--- src/rtl/jt10_adpcma_enc_pkg.sv ---
// jt10_adpcma_enc_pkg: shared step/adjust tables and encoder FSM states for the ADPCM-A capture path
package jt10_adpcma_enc_pkg;
  localparam int IDX_MAX = 48;
  typedef enum logic [2:0] {S_IDLE, S_DIFF, S_Q2, S_Q1, S_Q0, S_UPD} state_t;
  localparam logic [11:0] STEP [49] = '{
    16, 17, 19, 21, 23, 25, 28, 31, 34, 37,
    41, 45, 50, 55, 60, 66, 73, 80, 88, 97,
    107, 118, 130, 143, 157, 173, 190, 209, 230, 253,
    279, 307, 337, 371, 408, 449, 494, 544, 598, 658,
    724, 796, 876, 963, 1060, 1166, 1282, 1411, 1552};
  localparam logic signed [4:0] ADJ [8] = '{
    -5'sd1, -5'sd1, -5'sd1, -5'sd1, 5'sd2, 5'sd5, 5'sd7, 5'sd9};
endpackage

--- src/rtl/jt10_adpcma_enc_if.sv ---
// jt10_adpcma_enc_if: PCM input, nibble output and byte valid/ready port of the encoder
interface jt10_adpcma_enc_if;
  logic in_valid;
  logic signed [15:0] pcm_in;
  logic [3:0] nib;
  logic nib_valid;
  logic [7:0] byte_data;
  logic byte_valid;
  logic byte_ready;
  modport master (output in_valid, pcm_in, byte_ready, input nib, nib_valid, byte_data, byte_valid);
  modport slave (input in_valid, pcm_in, byte_ready, output nib, nib_valid, byte_data, byte_valid);
endinterface

--- src/rtl/jt10_adpcma_enc_lut.sv ---
// jt10_adpcma_enc_lut: step-index to quantiser step size ROM
module jt10_adpcma_enc_lut
  import jt10_adpcma_enc_pkg::*;
(
  input  logic [5:0]  i_idx,
  output logic [11:0] o_step
);
  assign o_step = STEP[i_idx];
endmodule

--- src/rtl/jt10_adpcma_enc.sv ---
// jt10_adpcma_enc: decimate-by-3 PCM, ADPCM-A encode to nibbles and pack them into bytes
module jt10_adpcma_enc
  import jt10_adpcma_enc_pkg::*;
(
  input  logic clk,
  input  logic rst,
  input  logic i_cen,
  input  logic i_clr,
  jt10_adpcma_enc_if.slave io_bus,
  output logic o_busy,
  output logic o_ovf
);
  state_t r_state, w_state_n;
  logic [1:0] r_cnt;
  logic signed [17:0] r_sum, w_sum;
  logic [11:0] r_x, r_pred, w_x12, w_step, w_cmp, w_delta, w_pred_n;
  logic [5:0] r_idx, w_idx_n;
  logic signed [7:0] w_idx_sum;
  logic signed [12:0] w_d;
  logic [12:0] r_m, w_abs;
  logic [2:0] r_b;
  logic [3:0] r_nib, r_hi, w_nib;
  logic [7:0] r_bd;
  logic r_sign, r_nv, r_half, r_ovf, r_bv, w_dstb, w_upd, w_ge, w_acc, w_load;

  jt10_adpcma_enc_lut u_lut (.i_idx(r_idx), .o_step(w_step));

  // dec = sum*(1/4+1/16+1/64+1/256) with floor shifts, then keep bits [15:4]
  assign w_sum = r_sum + 18'(io_bus.pcm_in);
  assign w_x12 = 12'(((w_sum >>> 2) + (w_sum >>> 4) + (w_sum >>> 6) + (w_sum >>> 8)) >>> 4);
  assign w_dstb = i_cen & io_bus.in_valid & (r_cnt == 2'd2);
  assign w_d = $signed({r_x[11], r_x}) - $signed({r_pred[11], r_pred});
  assign w_abs = w_d[12] ? -w_d : w_d;
  assign w_cmp = (r_state == S_Q2) ? w_step : (r_state == S_Q1) ? w_step >> 1 : w_step >> 2;
  assign w_ge = r_m >= {1'b0, w_cmp};
  assign w_nib = {r_sign, r_b};
  assign w_delta = 12'(({r_b, 1'b1} * 15'(w_step)) >> 3);
  assign w_pred_n = r_sign ? r_pred - w_delta : r_pred + w_delta;
  assign w_idx_sum = $signed({2'b0, r_idx}) + 8'(ADJ[r_b]);
  assign w_idx_n = (w_idx_sum < 0) ? 6'd0 : (w_idx_sum > 8'(IDX_MAX)) ? 6'(IDX_MAX) : w_idx_sum[5:0];
  assign w_acc = r_bv & io_bus.byte_ready;
  assign w_load = w_upd & r_half & ~i_clr & (~r_bv | w_acc);

  always_ff @(posedge clk)
    r_state <= (rst || i_clr) ? S_IDLE : w_state_n;

  always_comb begin
    w_state_n = r_state;
    o_busy = r_state != S_IDLE;
    w_upd = i_cen && r_state == S_UPD;
    if (i_cen)
      w_state_n = (r_state == S_IDLE) ? (w_dstb ? S_DIFF : S_IDLE) :
                  (r_state == S_UPD) ? S_IDLE : state_t'(r_state + 3'd1);
  end

  always_ff @(posedge clk) begin
    if (rst || i_clr) begin
      r_cnt <= '0;
      r_sum <= '0;
      r_x <= '0;
      r_pred <= '0;
      r_idx <= '0;
      r_m <= '0;
      r_b <= '0;
      r_sign <= 1'b0;
      r_nib <= '0;
      r_nv <= 1'b0;
      r_half <= 1'b0;
      r_hi <= '0;
      r_ovf <= 1'b0;
    end else begin
      r_nv <= w_upd;
      if (i_cen && io_bus.in_valid) begin
        r_cnt <= (r_cnt == 2'd2) ? 2'd0 : r_cnt + 2'd1;
        r_sum <= (r_cnt == 2'd2) ? '0 : w_sum;
      end
      if (w_dstb && o_busy) r_ovf <= 1'b1;
      if (w_dstb && !o_busy) r_x <= w_x12;
      if (i_cen && r_state == S_DIFF) begin
        r_sign <= w_d[12];
        r_m <= w_abs;
        r_b <= '0;
      end
      if (i_cen && (r_state == S_Q2 || r_state == S_Q1 || r_state == S_Q0)) begin
        r_b <= {r_b[1:0], w_ge};
        if (w_ge) r_m <= r_m - {1'b0, w_cmp};
      end
      if (w_upd) begin
        r_pred <= w_pred_n;
        r_idx <= w_idx_n;
        r_nib <= w_nib;
        r_half <= ~r_half;
        r_hi <= r_half ? r_hi : w_nib;
        if (r_half && r_bv && !w_acc) r_ovf <= 1'b1;
      end
    end
  end

  // a held byte survives clr so the consumer can still take it
  always_ff @(posedge clk) begin
    if (rst) begin
      r_bv <= 1'b0;
      r_bd <= '0;
    end else begin
      r_bv <= w_load | (r_bv & ~w_acc);
      if (w_load) r_bd <= {r_hi, w_nib};
    end
  end

  assign io_bus.nib = r_nib;
  assign io_bus.nib_valid = r_nv;
  assign io_bus.byte_data = r_bd;
  assign io_bus.byte_valid = r_bv;
  assign o_ovf = r_ovf;
endmodule

--- src/flat_wrapper.sv ---
// flat-port wrapper written by rule: the top's interface ports become plain ports
module jt10_adpcma_enc_flat import jt10_adpcma_enc_pkg::*;
  (clk, rst, i_cen, i_clr, o_busy, o_ovf, io_bus_in_valid, io_bus_pcm_in, io_bus_byte_ready, io_bus_nib, io_bus_nib_valid, io_bus_byte_data, io_bus_byte_valid);
  jt10_adpcma_enc_if io_bus_i ();
  input  logic clk;
  input  logic rst;
  input  logic i_cen;
  input  logic i_clr;
  output logic o_busy;
  output logic o_ovf;
  input wire logic [$bits(io_bus_i.in_valid)-1:0] io_bus_in_valid;
  input wire logic [$bits(io_bus_i.pcm_in)-1:0] io_bus_pcm_in;
  input wire logic [$bits(io_bus_i.byte_ready)-1:0] io_bus_byte_ready;
  output wire logic [$bits(io_bus_i.nib)-1:0] io_bus_nib;
  output wire logic [$bits(io_bus_i.nib_valid)-1:0] io_bus_nib_valid;
  output wire logic [$bits(io_bus_i.byte_data)-1:0] io_bus_byte_data;
  output wire logic [$bits(io_bus_i.byte_valid)-1:0] io_bus_byte_valid;
  assign io_bus_i.in_valid = io_bus_in_valid;
  assign io_bus_i.pcm_in = io_bus_pcm_in;
  assign io_bus_i.byte_ready = io_bus_byte_ready;
  assign io_bus_nib = io_bus_i.nib;
  assign io_bus_nib_valid = io_bus_i.nib_valid;
  assign io_bus_byte_data = io_bus_i.byte_data;
  assign io_bus_byte_valid = io_bus_i.byte_valid;
  jt10_adpcma_enc u_core (.clk(clk), .rst(rst), .i_cen(i_cen), .i_clr(i_clr), .io_bus(io_bus_i), .o_busy(o_busy), .o_ovf(o_ovf));
endmodule
--- config.mk ---
export PLATFORM = sky130hd
export DESIGN_NAME = jt10_adpcma_enc_flat
export DESIGN_NICKNAME = d
export VERILOG_FILES = /design/src/rtl/jt10_adpcma_enc_pkg.sv /design/src/rtl/jt10_adpcma_enc_if.sv /design/src/rtl/jt10_adpcma_enc_lut.sv /design/src/rtl/jt10_adpcma_enc.sv /design/src/flat_wrapper.sv
export SDC_FILE = /design/constraint.sdc
export NUM_CORES = 1
export LEC_CHECK = 0
export BUFFER_PORTS_ARGS = -buffer_cell sky130_fd_sc_hd__buf_4
export CAP_MARGIN = 20
export CORE_ASPECT_RATIO = 1.25
export CORE_UTILIZATION = 25
export DETAILED_ROUTE_END_ITERATION = 10
export HOLD_SLACK_MARGIN = 0.06
export PLACE_DENSITY_LB_ADDON = 0.05
export SYNTH_ARGS = -nofsm -noshare
export SYNTH_HDL_FRONTEND = slang
export SYNTH_SLANG_ARGS = --single-unit
--- constraint.sdc ---
create_clock -name clk -period 8.71 [get_ports clk]
set_input_delay 1.3065 -clock clk [delete_from_list [all_inputs] [get_ports clk]]
set_output_delay 1.3065 -clock clk [all_outputs]
set_load 0.01 [all_outputs]
==> flow_metrics.py <==
metrics = {
    "timing": {
        "rsz0062_at_grt": "false",
        "fin_skew_ps": 12.9,
        "min_period_ps": 7830,
        "worstMarginPinSlew_ps": 937,
        "slew_headroom_pct": 37.4,
        "hold_viol_final": 0,
        "setup_viol": 0,
        "worst_hold_slack_ps": 456,
        "slew_viol_final": 0,
        "setup_tns_ps": 0,
        "timing.final.crit_share_pct": 89.9,
        "fmax_mhz": 128,
    },
    "clocking": {
        "postCtsSetupRepairBufs": 0,
        "ctsLongestPathBuffers": 2,
        "cts_tree": "yes",
        "clock_latency_ps": 380,
        "htreeDepth": 3,
        "cts-hold-fix-buffers": 0,
        "postCtsResizedCells": 0,
        "root_buffer": "clkbuf_16",
        "cts_inserted_buffers": 9,
        "clkSinkCount": 90,
        "clk_pin_slew_ps": 80,
    },
    "setup_path": {
        "worst-setup-path-type": "reg2reg",
        "cpMostUsedCell": "ha_1",
        "reg2reg_to": "u_core.r_pred[11]",
        "rrSetupSlack_ps": 880,
        "crit_buf_inv": 2,
        "crit_family": "simple AND/OR/NAND/NOR gates",
        "slowest_stage": "dfxtp_1",
        "reg2reg_depth": 28,
        "cp.arrival_ps": 8140,
        "cp.required_ps": 9020,
        "max_stage_delay_ps": 610,
        "start_kind": "flop",
        "crit_path_end_kind": "flop",
        "cp_max_fo": 15,
        "r2r-start": "u_core.r_idx[1]",
    },
    "pwr": {
        "combPwrFrac_pct": 31.6,
        "power.share.clock_pct": 33.8,
        "p_sw_uw": 418,
        "p_seq_share_pct": 34.6,
        "switching_share_pct": 34.9,
        "p_leak_nw": 4.59,
        "ir_drop_mv": 0.0863,
        "power.internal_uw": 781,
        "p_per_area_nw_per_um2": 107,
    },
    "placed_design": {
        "place_congestion": 0.832,
        "io_buffers": 37,
        "place_area_um2": 10900,
        "hpwl_um": 25400,
    },
    "yosys": {
        "synth-main-ff-cell": "dfxtp_1",
        "netlist_area_um2": 10100,
        "syn_inst": 1273,
        "yosysWarnings": 0,
        "synth-edff-count": 0,
        "syn-num-nets": 1448,
        "yosysSeqAreaShare_pct": 17.9,
        "ys_types": 93,
        "avgSynthCellArea_um2": 7.92,
        "synth.area.top_cells": "dfxtp_1 (18%), ha_1 (13%), fa_1 (8.9%), a21oi_1 (5.6%), nor2_1 (4.8%)",
        "yosys.area.top_type": "dfxtp_1",
        "synth_top_area_share_pct": 17.9,
        "ys_async_sr_fraction_pct": 0,
        "synth_seq_cells": 90,
    },
    "die": {
        "io_pins": 38,
        "rows": 81,
        "die_w_um": 182,
        "design.die.area_um2": 41100,
        "die_h_um": 226,
        "coreArea_um2": 39400,
        "start_util_pct": 25.6,
    },
    "route": {
        "drc": 0,
        "wl_um": 31900,
        "num_vias": 8856,
        "wl_per_cell_um": 17.8,
        "viasPerCell": 4.94,
        "drt-initial-drc-count": 370,
        "drt_pre_antenna_iters": 5,
        "ant_nets": 0,
    },
    "hold_path": {
        "min_to": "u_core.r_x[0]",
        "hold_depth": 2,
        "hold_path.class": "reg2reg",
        "hold_start": "u_core.r_x[0]",
    },
    "cells_and_area": {
        "fin_nets": 1465,
        "final_cell_mix": "nor2_1 (129), a21oi_1 (112), nand2_1 (111)",
        "fin_area_um2": 11200,
        "area_growth_pct": 11.0,
        "mostFrequentLayoutCell": "nor2_1",
        "drive_above_1_share_pct": 9.73,
    },
    "job": {
        "maxCapViolCount": 0,
    },
    "grt": {
        "grt_max_degree": 52,
        "grt_pass1_vias": 9008,
        "grtUsageTotal_pct": 16.1,
        "antenna_found_initial": 1,
        "grt_pass1_wl_um": 50900,
        "overflow": 0,
    },
    "run_status": {
        "status": "finished clean",
    },
}
[worst max-delay path by stage]
| stage | startpoint | endpoint | slack [ps] | cells after the start |
|---|---|---|---|---|
| 2_1_floorplan | u_core.r_idx[1] | u_core.r_pred[11] | 1900 | 29 |
| 3_3_place_gp | u_core.r_idx[1] | u_core.r_pred[11] | 990 | 28 |
| 3_5_place_dp | u_core.r_idx[1] | u_core.r_pred[11] | 990 | 29 |
| 4_1_cts | u_core.r_idx[1] | u_core.r_pred[11] | 920 | 28 |
| 5_1_grt | u_core.r_idx[1] | u_core.r_pred[11] | 200 | 28 |
| 6_report | u_core.r_idx[1] | u_core.r_pred[11] | 880 | 28 |
[metrics by stage]
stage	util, %	setup slack (ps)	power (mW)	std cells
finish	28.4	879	1.20	1794
detailed placement	27.6	992	0.813	1777
floorplan	-	1900	0.719	1273
global placement	27.6	993	0.812	1777
CTS	28.4	915	1.24	1793
global route	28.4	198	1.30	1794
[cell usage after synthesis, types with 6 or more instances]
library cell / instances
nand2_1: 111
a21oi_1: 113
fa_1: 45
a21o_1: 18
o21bai_1: 10
clkbuf_1: 40
a211o_1: 11
nand4_1: 6
inv_1: 88
ha_1: 108
a211oi_1: 13
mux2i_1: 24
dfxtp_1: 90
nor3_1: 46
xor2_1: 24
a31oi_1: 13
nand3_1: 31
or3_1: 13
o21a_1: 10
o31ai_1: 6
nand2b_1: 12
and2_1: 35
o21ai_0: 46
and3_1: 11
nor2_1: 130
o211ai_1: 13
a22oi_1: 15
nor2b_1: 15
xnor2_1: 51
[power by group through the flow]
stage / combinational, mW / clock (mW) / sequential (mW)
floorplan: 0.295 / 0 / 0.424
global placement: 0.388 / 0 / 0.425
detailed placement: 0.388 / 0 / 0.425
CTS: 0.390 / 0.430 / 0.415
global route: 0.439 / 0.442 / 0.415
finish: 0.379 / 0.405 / 0.415
[sequential cells by signal (all words and copies together), names as in the netlist, 2 cells and up]
signal / count
u_core.r_sum: 18
u_core.r_cnt: 2
u_core.r_m: 13
u_core.r_state: 3
u_core.io_bus.byte_data: 8
u_core.io_bus.nib: 4
u_core.r_pred: 12
u_core.r_x: 12
u_core.r_b: 3
u_core.r_idx: 6
u_core.r_hi: 4
[layout make-up]
| class | count | area (um^2) |
|---|---|---|
| repair buffers | 62 | 465 |
| inverters | 89 | 334 |
| flip-flops and latches | 90 | 1800 |
| fillers | 4318 | 28200 |
| multi-input cells | 1038 | 7670 |
| diodes | 1 | 2.50 |
| well taps | 498 | 623 |
| clock buffers | 10 | 239 |
| clock inverters | 6 | 47.5 |
[metal layers]
layer | GRT usage (%) | part of all wire [%] | routed length, um
met5 | 0 | 0 | 0
met4 | 4.35 | 1.2 | 378
met3 | 1.90 | 1.7 | 528
met2 | 31.9 | 55 | 17700
met1 | 17.6 | 42 | 13300
[tightest hold or removal path: stages (launching register included)]
cell and delay [ps]:
dfxtp_1 320, nand2_1 50, a21oi_1 50
[logic make-up (layout without fill, tap and decap cells)]
logic type                 count (synthesis)  after routing  share of synthesized area [%]
xor gates and xnor gates                  75             75                           6.52
AOI/OAI and AO/OA                        336            336                           22.6
other                                      0              1                              0
adders and majority gates                153            153                           22.3
DFF                                       90             90                           17.9
and+or+nand+nor                          445            445                           21.3
muxes                                     29             29                           3.24
buffers and inverters                    145            167                           6.08
No activity file was read; power rests on OpenSTA's default activity.
